**src/rtl/pong_game_core.sv**
```systemverilog
// pong_game_core: two-player Pong engine between the VGA sync generator and the RGB DAC.
// Paddles, round 8x8 ball, serve/score/match-end sequencing, all updated once per frame.
//
// state     | meaning
// IDLE      | waiting for start, nothing moves
// SERVE     | ball parked at centre, counting serve frames
// PLAY      | ball in motion, collisions and misses evaluated
// POINT     | one frame: credit scorer, re-centre ball, aim serve at the loser
// GAME_OVER | match won, ball parked, waiting for start
module pong_game_core #(
    parameter int X_MAX        = 639,
    parameter int Y_MAX        = 479,
    parameter int PAD_HEIGHT   = 72,
    parameter int PAD_VELOCITY = 3,
    parameter int PAD_R_X      = 600,
    parameter int PAD_L_X      = 32,
    parameter int BALL_SIZE    = 8,
    parameter int BALL_SPEED   = 2,
    parameter int SERVE_FRAMES = 60,
    parameter int WIN_SCORE    = 7
) (
    input  logic        clk,
    input  logic        reset,
    input  logic [1:0]  up,
    input  logic [1:0]  down,
    input  logic        start,
    input  logic        video_on,
    input  logic [9:0]  xpos,
    input  logic [9:0]  ypos,
    output logic [11:0] rgb,
    output logic [3:0]  score_r,
    output logic [3:0]  score_l,
    output logic        game_over
);
    typedef enum logic [2:0] {IDLE, SERVE, PLAY, POINT, GAME_OVER} state_t;

    localparam int               CNT_W      = $clog2(SERVE_FRAMES + 1);
    localparam logic [9:0]       BALL_X0    = 10'((X_MAX + 1 - BALL_SIZE) / 2);
    localparam logic [9:0]       BALL_Y0    = 10'((Y_MAX + 1 - BALL_SIZE) / 2);
    localparam logic [9:0]       PAD_Y0     = 10'((Y_MAX + 1 - PAD_HEIGHT) / 2);
    localparam logic [9:0]       BALL_EXT   = 10'(BALL_SIZE - 1);
    localparam logic [9:0]       PAD_EXT    = 10'(PAD_HEIGHT - 1);
    localparam logic [9:0]       PAD_V      = 10'(PAD_VELOCITY);
    localparam logic [9:0]       SPD_P      = 10'(BALL_SPEED);
    localparam logic [9:0]       SPD_N      = 10'd0 - SPD_P;
    localparam logic [3:0]       WIN        = 4'(WIN_SCORE);
    localparam logic [CNT_W-1:0] SERVE_LAST = CNT_W'(SERVE_FRAMES - 1);

    state_t           state;
    logic [9:0]       pad_r_t, pad_l_t, ball_x, ball_y, dx, dy;
    logic [CNT_W-1:0] serve_cnt;
    logic             point_right;

    logic       frame_tick;
    logic [9:0] ball_r, ball_b, pad_r_b, pad_l_b;
    logic       hit_top, hit_bot, hit_pad_r, hit_pad_l, miss_l, miss_r;
    logic [9:0] dx_nxt, dy_nxt;
    logic       miss, right_scores;

    assign frame_tick = (ypos == 10'(Y_MAX + 2)) && (xpos == 10'd0);
    assign ball_r     = ball_x + BALL_EXT;
    assign ball_b     = ball_y + BALL_EXT;
    assign pad_r_b    = pad_r_t + PAD_EXT;
    assign pad_l_b    = pad_l_t + PAD_EXT;

    assign hit_top   = ball_y <= SPD_P;
    assign hit_bot   = ball_b >= 10'(Y_MAX - BALL_SPEED);
    assign hit_pad_r = (ball_r >= 10'(PAD_R_X)) && (ball_r <= 10'(PAD_R_X + 3)) &&
                       (ball_b >= pad_r_t) && (ball_y <= pad_r_b);
    assign hit_pad_l = (ball_x >= 10'(PAD_L_X)) && (ball_x <= 10'(PAD_L_X + 3)) &&
                       (ball_b >= pad_l_t) && (ball_y <= pad_l_b);
    assign miss_l    = ball_x <= SPD_P;
    assign miss_r    = ball_r >= 10'(X_MAX - BALL_SPEED);

    // Paddle step: up wins over down, and a step is only taken if it stays on screen.
    function automatic logic [9:0] pad_step(input logic [9:0] top, input logic u, input logic d);
        logic [9:0] nxt;
        nxt = top;
        if (u) begin
            if (top > PAD_V) nxt = top - PAD_V;
        end else if (d) begin
            if (top + PAD_EXT < 10'(Y_MAX - PAD_VELOCITY)) nxt = top + PAD_V;
        end
        return nxt;
    endfunction

    function automatic logic [3:0] sat_inc(input logic [3:0] s);
        return (s == WIN) ? s : s + 4'd1;
    endfunction

    // Collision resolution, first match wins; a y bounce defers any paddle check to the next frame.
    always_comb begin
        dx_nxt       = dx;
        dy_nxt       = dy;
        miss         = 1'b0;
        right_scores = 1'b0;
        if (hit_top)        dy_nxt = SPD_P;
        else if (hit_bot)   dy_nxt = SPD_N;
        else if (hit_pad_r) dx_nxt = SPD_N;
        else if (hit_pad_l) dx_nxt = SPD_P;
        else if (miss_l) begin
            miss         = 1'b1;
            right_scores = 1'b1;
        end else if (miss_r) begin
            miss = 1'b1;
        end
    end

    // Game state, motion and scoring, advanced once per frame.
    always_ff @(posedge clk or posedge reset) begin
        if (reset) begin
            state       <= IDLE;
            pad_r_t     <= PAD_Y0;
            pad_l_t     <= PAD_Y0;
            ball_x      <= BALL_X0;
            ball_y      <= BALL_Y0;
            dx          <= SPD_P;
            dy          <= SPD_P;
            serve_cnt   <= '0;
            point_right <= 1'b0;
            score_r     <= 4'd0;
            score_l     <= 4'd0;
            game_over   <= 1'b0;
        end else if (frame_tick) begin
            if (state == SERVE || state == PLAY) begin
                pad_r_t <= pad_step(pad_r_t, up[0], down[0]);
                pad_l_t <= pad_step(pad_l_t, up[1], down[1]);
            end
            case (state)
                IDLE: begin
                    if (start) begin
                        state     <= SERVE;
                        score_r   <= 4'd0;
                        score_l   <= 4'd0;
                        serve_cnt <= '0;
                    end
                end
                SERVE: begin
                    ball_x <= BALL_X0;
                    ball_y <= BALL_Y0;
                    if (serve_cnt == SERVE_LAST) begin
                        serve_cnt <= '0;
                        state     <= PLAY;
                    end else begin
                        serve_cnt <= serve_cnt + CNT_W'(1);
                    end
                end
                PLAY: begin
                    if (miss) begin
                        state       <= POINT;
                        point_right <= right_scores;
                    end else begin
                        dx     <= dx_nxt;
                        dy     <= dy_nxt;
                        ball_x <= ball_x + dx_nxt;
                        ball_y <= ball_y + dy_nxt;
                    end
                end
                POINT: begin
                    ball_x <= BALL_X0;
                    ball_y <= BALL_Y0;
                    // The next serve travels toward the player who just lost the point.
                    if (point_right) begin
                        score_r <= sat_inc(score_r);
                        dx      <= SPD_N;
                        if (sat_inc(score_r) == WIN) begin
                            state     <= GAME_OVER;
                            game_over <= 1'b1;
                        end else begin
                            state <= SERVE;
                        end
                    end else begin
                        score_l <= sat_inc(score_l);
                        dx      <= SPD_P;
                        if (sat_inc(score_l) == WIN) begin
                            state     <= GAME_OVER;
                            game_over <= 1'b1;
                        end else begin
                            state <= SERVE;
                        end
                    end
                end
                GAME_OVER: begin
                    if (start) begin
                        state     <= SERVE;
                        score_r   <= 4'd0;
                        score_l   <= 4'd0;
                        serve_cnt <= '0;
                        game_over <= 1'b0;
                    end
                end
                default: state <= IDLE;
            endcase
        end
    end

    logic       in_pad_l, in_pad_r, in_ball_box, ball_on;
    logic [2:0] bx_off, by_off;
    logic [7:0] mask_row;

    assign in_pad_l    = (xpos >= 10'(PAD_L_X)) && (xpos <= 10'(PAD_L_X + 3)) &&
                         (ypos >= pad_l_t) && (ypos <= pad_l_b);
    assign in_pad_r    = (xpos >= 10'(PAD_R_X)) && (xpos <= 10'(PAD_R_X + 3)) &&
                         (ypos >= pad_r_t) && (ypos <= pad_r_b);
    assign in_ball_box = (xpos >= ball_x) && (xpos <= ball_r) && (ypos >= ball_y) && (ypos <= ball_b);
    assign bx_off      = xpos[2:0] - ball_x[2:0];
    assign by_off      = ypos[2:0] - ball_y[2:0];
    assign ball_on     = in_ball_box && mask_row[bx_off];

    // Round ball mask, one 8-bit row per ball line.
    always_comb begin
        mask_row = 8'h00;
        case (by_off)
            3'd0, 3'd7: mask_row = 8'h3C;
            3'd1, 3'd6: mask_row = 8'h7E;
            default:    mask_row = 8'hFF;
        endcase
    end

    // Pixel colour: blanking, then left paddle, right paddle, ball, background.
    always_comb begin
        rgb = 12'h000;
        if (!video_on)               rgb = 12'h000;
        else if (in_pad_l || in_pad_r) rgb = 12'hAAA;
        else if (ball_on)            rgb = 12'hFFF;
        else if (game_over)          rgb = 12'h400;
        else                         rgb = 12'hBAF;
    end
endmodule
```
**config.mk**
```make
export PLATFORM = sky130hd
export DESIGN_NAME = pong_game_core
export DESIGN_NICKNAME = d
export VERILOG_FILES = /design/src/rtl/pong_game_core.sv
export SDC_FILE = /design/constraint.sdc
export NUM_CORES = 1
export LEC_CHECK = 0
export ABC_AREA = 0
export BUFFER_PORTS_ARGS = -buffer_cell sky130_fd_sc_hd__buf_2
export CAP_MARGIN = 15
export CORE_MARGIN = 5
export CORE_UTILIZATION = 57
export DETAILED_ROUTE_END_ITERATION = 6
export PLACE_DENSITY = 0.78
export SLEW_MARGIN = 10
export SYNTH_ARGS = -nofsm -noshare
export SYNTH_HDL_FRONTEND = slang
export SYNTH_SLANG_ARGS = --single-unit
```
**constraint.sdc**
```tcl
create_clock -name clk -period 5.1 [get_ports clk]
set_clock_uncertainty 0.2 [all_clocks]
set_input_delay 1.02 -clock clk [delete_from_list [all_inputs] [get_ports clk]]
set_output_delay 1.02 -clock clk [all_outputs]
set_load 0.02 [all_outputs]
```
== After elaboration in Yosys (flattened, before gate mapping) ==
Cells that the tools add are included.
Cells by class
  add/subtract/negate cells: 15
  order comparisons: 29
  equal/unequal tests: 24
  mux-type cells: 61
  bitwise logic cells: 1
  reduce and logical (&&, ||, !) cells: 46
Operators with widths (number)
  10-bit two-way mux: 18
  10-bit greater-or-equal comparator: 6
  10-bit <= comparator: 6
  10-bit case mux with 2 select lines: 3
  12-bit two-way mux: 4
  10-bit greater-or-equal comparator (second input constant): 3
  10-bit adder: 2
  10-bit by 2-bit adder with 10-bit output (second input constant): 2
  10-bit by 3-bit adder with 10-bit output (second input constant): 2
  10-bit by 7-bit adder with 10-bit output (second input constant): 2
  10-bit by 6-bit greater-or-equal comparator with 1-bit output (second input constant): 2
  10-bit by 2-bit > comparator with 1-bit output (second input constant): 2
  10-bit <= comparator (second input constant): 2
  10-bit by 2-bit <= comparator with 1-bit output (second input constant): 2
  10-bit by 6-bit <= comparator with 1-bit output (second input constant): 2
  10-bit by 9-bit < comparator with 1-bit output (second input constant): 2
  4-bit two-way mux: 5
  10-bit by 2-bit subtractor with 10-bit output (second input constant): 2
  3-bit two-way mux: 6
  2-bit nonzero test: 9
  1-bit logical AND: 17
  4-bit by 3-bit == test with 1-bit output (second input constant): 4
  1-bit two-way mux: 16
  4-bit case mux with 2 select lines: 2
  other kinds (27): 55
Storage, ports and cells
  bits in registers: 79
  bits of input ports: 28
  output and inout bits: 21
  logic and storage cells: 188

== Longest topological paths before layout ==
Gate-level depths: netlist of the first run.
  word-level depth: 11
  gate-level depth with buffers: 29
  mapped depth without buffers: 29

== Worst setup path before layout of the first run ==
OpenSTA, ideal clock, no wires.
  path kind: register to register
  start point: reg pad_l_t[0]
  end point: reg ball_x[9]
  library setup time: 0.138 ns
  data arrival time: 4.769 ns
  data required time: 4.762 ns
  slack: -0.007 ns
  cell stages (with the launch flop): 28
  buffers on the path: 1
  period minus slack after synthesis: 5.107 ns
  cell sequence: dfrtp_1 inv_1 ha_1 nor2b_1 nor2_1 xnor2_1 ha_1 a21oi_1 nand2_1 a21o_1 a221oi_2 o21ai_1 a221o_1 and2_4 or3_1 buf_6 nand2_1 nand2_1 ha_1 a21oi_1 nor2b_1 nor2_1 nor2_1 o41ai_1 o21ai_0 xor2_1 nand2_1 o221ai_1
On the way
  longest elaborated chain between the ends: 10
  elaborated cells between the ends (all ways): 18
  those cells by class: 2 x add/sub; 2 x order compare; 1 x eq/ne; 10 x mux; 3 x reduce/logical
RTL lines
  start, declared: RTL line 50  | logic [9:0] pad_r_t, pad_l_t, ball_x, ball_y, dx, dy;
  start signal, assigned: RTL line 127  | pad_l_t <= pad_step(pad_l_t, up[1], down[1]);
  10-bit by 7-bit adder with 10-bit output or 10-bit greater-or-equal comparator (tied branches): RTL line 64, 71
  10-bit <= comparator or 1-bit logical AND (tied branches): RTL line 71, 70
  1-bit logical AND *: RTL line 71  | (ball_b >= pad_l_t) && (ball_y <= pad_l_b);
  10-bit two-way mux: RTL line 100  | else if (hit_pad_l) dx_nxt = SPD_P;
  10-bit two-way mux: RTL line 99  | else if (hit_pad_r) dx_nxt = SPD_N;
  10-bit two-way mux: RTL line 98  | else if (hit_bot) dy_nxt = SPD_N;
  10-bit two-way mux: RTL line 97  | if (hit_top) dy_nxt = SPD_P;
  10-bit adder: RTL line 155  | ball_x <= ball_x + dx_nxt;
  10-bit two-way mux: RTL line 149  | if (miss) begin
  10-bit case mux with 2 select lines: RTL line 129  | case (state)
  end signal, assigned: RTL line 155
  end, declared: RTL line 50
Mark *: on every way between the ends. The rest lies on a longest branch, timed or not. The select of a mux whose other input is x is not followed.
A chain may end at the register's enable or synchronous reset.

== Final worst setup path of the first run ==
  start point: reg pad_l_t[0]
  end point: reg ball_x[8]
The elaborated chain is that of the path after synthesis.

==> results.md, run 1 <==
- DR vias: approximately 8,000
- First-pass GRT wire length: 39,000 um
- Max Transition Viols Final: 0
- Mapped Area: 0.00858 mm2
- Vias per cell: 6.16
- Fmax: about 0.2 GHz
- TritonRoute pass-1 iters: 5
- Sequential share of power: 43.5%
- RSZ-0062 raised after global routing: true
- DIE AREA: 0.0176 mm2
- Critical-path maximum fanout: 3
- Final GP Congestion: 0.944
- Max-cap viol count: 0
- Total gr overflow: 0
- Power share of the clock group: 47.0%
- Starting density of the core: 58.6%
- Most frequent CP cell: a21o_1
- Worst EP arrival: slightly above 5 ns
- Slowest-stage cell, CP: dfrtp_1
- DRT antenna net count: 0
- Syn avg cell area: 8.26 um2
- Pwr per Cell Area: 146 mW/mm2
- Placed cell count: between 1,000 and 1,500
- Post-synth EDFFs: 0
- Hold bufs inserted after CTS: 0
- Peak supply drop: 0.000161 V
- Worst setup SP type: flop
- Slew @ Worst Pin: 0.990 ns
- Commonest non-fill, non-tap cell in the layout: ha_1
- Vias in the first global route: 7,591
- Clock latency on the worst-skew pair: 0.35 ns
- Synth cell types: 73
- Row count: 44
- Initial DRC count: 761
- Post-DP HPWL: 18,400 um
- Most frequent cells in the layout: 146 x ha_1, 102 x nand2_1, 69 x nor2_1, 65 x buf_4, 64 x inv_1
- Chip width: 133 um
- Largest net degree at the start of global routing: 58
- CP peak stage delay: 0.40 ns
- Gr usage total: 26.9%
- HP Class: flop to flop
- CTS clk-pin slew, worst paths: 0.07 ns
- # fillers: 1,189
- Fin area: 0.00986 mm2
- Syn. warnings: 0
- H-tree level count: 3
- Final Cycle Share: 98.1%
- Critical path capture point type: flop
- Status: finished clean
- Mapped Cells: 1,039
- Initial antenna violation count: 0
- Static leakage: 0.00477 uW
- Layout cells sized above 1: approximately 17%
- Fin crit period: 5.00 ns
- Combinational Power Share: a little under a tenth
- Die height: 133 um
- Num ports: 49
- Worst slew margin: 33.9%
- Area growth syn-to-layout: 14.9%
- Routed wire per std cell: 18.1 um
- P_sw: 378 uW
- Final hold viol count: 0
- Clock sink count: 79
- Sw frac: 26.2%
- CTS Buffer Depth: 2
- CTS buffer count: 9
- Req. time, crit path: 5.18 ns
- Core Box Area: 0.0146 mm2
- Synthesized net count: 1,220
- Post-synth top flop: dfrtp_1
- Async S/R FF share, synth: between 90% and 100%
- DP Area: between 0.009 and 0.01 mm2
- Proportion of synthesized chip area in sequential cells: 23.3%
- Synthesized flop and latch total: 79
- CTS tree: built
- Cell internal pwr: 1060 uW
- WL final: 24,000 um
- Layout Nets: around 1,300
- CTS Root Cell: clkbuf_16
- Layout Cells excl Fill: 1,322
- Final Setup Violations: 0
- Critical path type: flop to flop
- Ant. Diodes: 0
- Buffers added on ports: 48
- DRC viols: 0
## area by class of cell
cell class	count	area [um2]	area share (%)
inverters	72	275	2.79
multi-input cells	856	6290	63.8
clock buffers	9	225	2.28
well taps	184	230	2.34
repair buffers	115	757	7.68
flip-flops and latches	79	2000	20.3
clock inverters	7	81.3	0.825
## per-layer routing
metal  global-route usage, %  share of wire [%]  vias up
li1                        -                  -     3927
met1                    35.7                 43     3895
met2                    44.8                 48      265
met3                    4.06                6.1       57
met4                    9.64                3.1        0
met5                       0                  0        -
## power by group through the flow
stage	logic, uW	registers (uW)	clock network [uW]
3_5_place_dp	132	638	0
5_1_grt	150	627	719
3_3_place_gp	128	638	0
6_report	137	627	678
2_1_floorplan	81.3	638	0
4_1_cts	134	627	689
## per-stage QoR
step | setup TNS (ns) | worst slack, ns | power [uW] | util [%] | hold WS, ns
after global routing | -1.16 | -0.261 | 1500 | 67.3 | 0.300
final | 0 | 0.0982 | 1440 | 67.3 | 0.277
after floorplan | 0 | 0.0114 | 720 | - | 0.244
after CTS | 0 | 0.00552 | 1450 | 65.6 | 0.282
after detailed placement | 0 | 0.0237 | 771 | 63.4 | 0.263
after global placement | 0 | 0.134 | 767 | 63.4 | 0.261
## final timing paths
| check | startpoint | endpoint | slack [ns] | depth (start not counted) |
|---|---|---|---|---|
| min in group asynchronous | reset | serve_cnt[4] | 0.67 | 2 |
| hold reg to reg | dx[3] | dx[3] | 0.28 | 2 |
| hold / removal | dx[3] | dx[3] | 0.28 | 2 |
| setup reg to reg | pad_l_t[0] | ball_x[8] | 0.1 | 29 |
| max in group asynchronous | reset | dy[1] | 3.09 | 3 |
| setup / recovery | pad_l_t[0] | ball_x[8] | 0.1 | 29 |
## worst max-delay path, delay by kind of cell (launching register included)
kind / cells / cell delay (ns)
buffers and inverters: 3 / 0.21
xor gates and xnor gates: 2 / 0.37
adders and majority gates: 4 / 0.91
DFF: 1 / 0.40
and+or+nand+nor: 7 / 0.66
AOI/OAI and AO/OA: 13 / 2.20
## Yosys cell counts, drive strengths merged, types with 18 or more instances
cell	count	area (um2)
a21o	23	173
nor3	34	170
nor2b	19	119
nand2	102	383
a21oi	68	352
xnor2	58	516
ha	149	1860
clkbuf	19	71.3
nand4	18	113
inv	68	255
dfrtp	59	1480
dfstp	20	526
nand3	32	160
nor2	71	267
o21ai	75	375
## registers in the layout (all words and copies together), names as in the netlist
| signal | flops |
|---|---|
| ball_x | 10 |
| pad_l_t | 10 |
| serve_cnt | 6 |
| pad_r_t | 10 |
| state | 3 |
| dx | 10 |
| score_r | 4 |
| game_over | 1 |
| ball_y | 10 |
| point_right | 1 |
| dy | 10 |
| score_l | 4 |
## repair_timing
| action | in CTS | in global routing |
|---|---|---|
| setup buffers | 0 | 14 |
| resized for setup | 3 | 28 |
| hold endpoints to repair | 0 | 0 |
| pin swaps | 0 | 26 |
| endpoints found under the setup margin | 7 | 16 |
## kinds of logic after synthesis
kind of cell / Yosys count / synth area share [%]
AND/OR/NAND/NOR: 358 / 20.7
adder cells (fa/ha/maj): 153 / 22.7
buffers and inverters: 104 / 5.10
XOR/XNOR: 72 / 7.44
multiplexers: 8 / 1.05
AO/OA/AOI/OAI: 265 / 19.7
flip-flops: 79 / 23.3
No activity file was read; power rests on OpenSTA's default activity.
==> inputs of run 2 (changes only) <==
--- a/config.mk
+++ b/config.mk
@@ -6,12 +6,11 @@
 export NUM_CORES = 1
 export LEC_CHECK = 0
 export ABC_AREA = 0
-export BUFFER_PORTS_ARGS = -buffer_cell sky130_fd_sc_hd__buf_2
+export BUFFER_PORTS_ARGS = -buffer_cell sky130_fd_sc_hd__buf_4
 export CAP_MARGIN = 15
 export CORE_MARGIN = 5
-export CORE_UTILIZATION = 57
+export CORE_UTILIZATION = 29
 export DETAILED_ROUTE_END_ITERATION = 6
-export PLACE_DENSITY = 0.78
 export SLEW_MARGIN = 10
 export SYNTH_ARGS = -nofsm -noshare
 export SYNTH_HDL_FRONTEND = slang
==> run 2 against run 1 <==
Sequential power hardly changed. Combinational power is 9% higher. Highest routed layer unchanged. Largest cell class unchanged. Critical path type unchanged. Critical path depth is 3 lower. Critical endpoint is now ball_x[9].
==> results.md, run 2 (synthesized netlist as in run 1, its figures left out) <==
- Final GP Congestion: 0.882 (was 0.944)
- Final Cycle Share: 96.4% (was 98.1%)
- Core Box Area: 0.0294 mm2 (was 0.0146 mm2)
- Vias in the first global route: 7,813 (was 7,591)
- Vias per cell: 5.22 (was 6.16)
- Largest net degree at the start of global routing: 53 (was 58)
- Area growth syn-to-layout: 21.3% (was 14.9%)
- Max-cap viol count: 0 (unchanged)
- Chip width: 182 um (was 133 um)
- Layout cells sized above 1: 19.6% (was 17.1%)
- Num ports: 49 (unchanged)
- CTS clk-pin slew, worst paths: 0.07 ns (about the same)
- Static leakage: 0.00488 uW (was 0.00477 uW)
- First-pass GRT wire length: 41,700 um (was 39,000 um)
- WL final: 25,900 um (was 24,000 um)
- Ant. Diodes: 0 (unchanged)
- HP Class: flop to flop (unchanged)
- DR vias: 8,029 (was 8,144)
- DP Area: 0.00971 mm2 (was 0.00929 mm2)
- CTS tree: built (unchanged)
- Slew @ Worst Pin: 0.997 ns (was 0.990 ns)
- Worst slew margin: 33.5% (was 33.9%)
- Peak supply drop: 0.000148 V (was 0.000161 V)
- Fin area: 0.0104 mm2 (was 0.00986 mm2)
- CTS buffer count: 9 (unchanged)
- Most frequent CP cell: nand2_1 (was a21o_1)
- CTS Buffer Depth: 2 (unchanged)
- Most frequent cells in the layout: 145 x ha_1, 122 x buf_4, 101 x nand2_1, 66 x nor2_1, 63 x a21oi_1 (was 146 x ha_1, 102 x nand2_1, 69 x nor2_1, 65 x buf_4, 64 x inv_1)
- CP peak stage delay: 0.40 ns (about the same)
- Worst Hold Margin: 0.274 ns (was 0.277 ns)
- Worst Path Buf+Inv: 2 (was 3)
- Layout Nets: 1,325 (was 1,314)
- Pwr per Cell Area: 135 mW/mm2 (was 146 mW/mm2)
- Fmax: 0.203 GHz (was 0.200 GHz)
- H-tree level count: 3 (unchanged)
- DRC viols: 0 (unchanged)
- Critical-path maximum fanout: 4 (was 3)
- # fillers: 3,026 (was 1,189)
- Initial antenna violation count: 0 (unchanged)
- Post-DP HPWL: 19,700 um (was 18,400 um)
- Clock latency on the worst-skew pair: 0.35 ns (about the same)
- Final Setup Violations: 0 (unchanged)
- Worst EP arrival: 4.99 ns (was 5.08 ns)
- CTS Root Cell: clkbuf_16 (unchanged)
- Commonest non-fill, non-tap cell in the layout: ha_1 (unchanged)
- Worst setup SP type: flop (unchanged)
- Fin crit period: 4.92 ns (was 5.00 ns)
- Initial DRC count: 525 (was 761)
- Starting density of the core: 29.2% (was 58.6%)
- Row count: 63 (was 44)
- Routed wire per std cell: 16.8 um (was 18.1 um)
- DRT antenna net count: 0 (unchanged)
- Total gr overflow: 0 (unchanged)
- Hold bufs inserted after CTS: 0 (unchanged)
- TritonRoute pass-1 iters: 5 (unchanged)
- Buffers added on ports: 48 (unchanged)
- Gr usage total: 15.4% (was 26.9%)
- Max Transition Viols Final: 0 (unchanged)
- Req. time, crit path: 5.17 ns (was 5.18 ns)
- Slowest-stage cell, CP: dfrtp_1 (unchanged)
- Die height: 182 um (was 133 um)
- Critical path type: flop to flop (unchanged)
- Status: finished clean (unchanged)
- Critical path capture point type: flop (unchanged)
- DIE AREA: 0.0331 mm2 (was 0.0176 mm2)
- CP top delay family: compound AO/OA/AOI/OAI gates (unchanged)
- Clock sink count: 79 (unchanged)
- Final hold viol count: 0 (unchanged)
-- run 2: timing repair --
action / CTS / global route
pin swaps: 1 / 36
resized for setup: 5 / 47
endpoints found under the setup margin: 8 / 16
cloned: 0 / 0
setup buffers: 2 / 17
-- run 2: final timing paths --
check                           cells after the start  startpoint    endpoint  slack, ns
worst max-delay path                               26  pad_l_t[1]   ball_x[9]       0.18
worst min-delay path                                2       dx[8]       dx[8]       0.27
worst max register to register                     26  pad_l_t[1]   ball_x[9]       0.18
worst min register to register                      2       dx[8]       dx[8]       0.27
max in group asynchronous                           3       reset   ball_y[7]       3.56
min in group asynchronous                           2       reset  score_r[2]       0.42
-- run 2: layer usage --
metal	GRT usage, %	up-vias	part of all wire [%]
li1	-	3957	-
met1	21.5	3852	47
met2	24.5	185	47
met3	2.84	35	4.6
met4	3.78	0	2.2
met5	0	-	0
-- run 2: worst register-to-register path, cell delays in order (launching register included) --
cell	delay, ns
dfrtp_1	0.40
inv_2	0.09
ha_4	0.13
nor2b_4	0.15
nor2_2	0.06
xnor2_2	0.14
ha_1	0.35
a21oi_2	0.15
nand2_1	0.06
a21o_1	0.17
a221oi_2	0.23
o21ai_1	0.09
a221o_1	0.39
and2_4	0.17
or3_4	0.34
buf_6	0.14
nand2_1	0.07
nand2_2	0.07
ha_4	0.25
nor2b_1	0.13
nor2_1	0.13
nor2_2	0.07
o41ai_2	0.32
o21ai_1	0.12
xor2_1	0.24
nand2_1	0.10
o221ai_2	0.07
-- run 2: area by class of cell --
| type | count | area (um2) | share of cell area (%) |
|---|---|---|---|
| Multi-Input combinational cell | 856 | 6380 | 61.3 |
| Timing Repair Buffer | 126 | 986 | 9.47 |
| Inverter | 72 | 272 | 2.61 |
| Clock buffer | 9 | 225 | 2.16 |
| Sequential cell | 79 | 2000 | 19.3 |
| Clock inverter | 7 | 55.1 | 0.529 |
| Tap cell | 390 | 488 | 4.69 |
-- run 2: power breakdown --
| part | internal [uW] | switching (uW) |
|---|---|---|
| clock network | 336 | 289 |
| registers | 627 | 0.00378 |
| logic | 60.3 | 89.6 |
-- run 2: through the flow --
step / power [uW] / setup slack [ns] / TNS [ns] / std cells / util, %
after floorplan: 720 / 0.0114 / 0 / 1039 / -
after global placement: 778 / 0.102 / 0 / 1503 / 33.0
after detailed placement: 782 / -0.00791 / -0.00791 / 1503 / 33.0
after CTS: 1420 / 0.0170 / 0 / 1521 / 34.1
after global routing: 1470 / -0.0467 / -0.0558 / 1539 / 35.4
final: 1400 / 0.183 / 0 / 1539 / 35.4
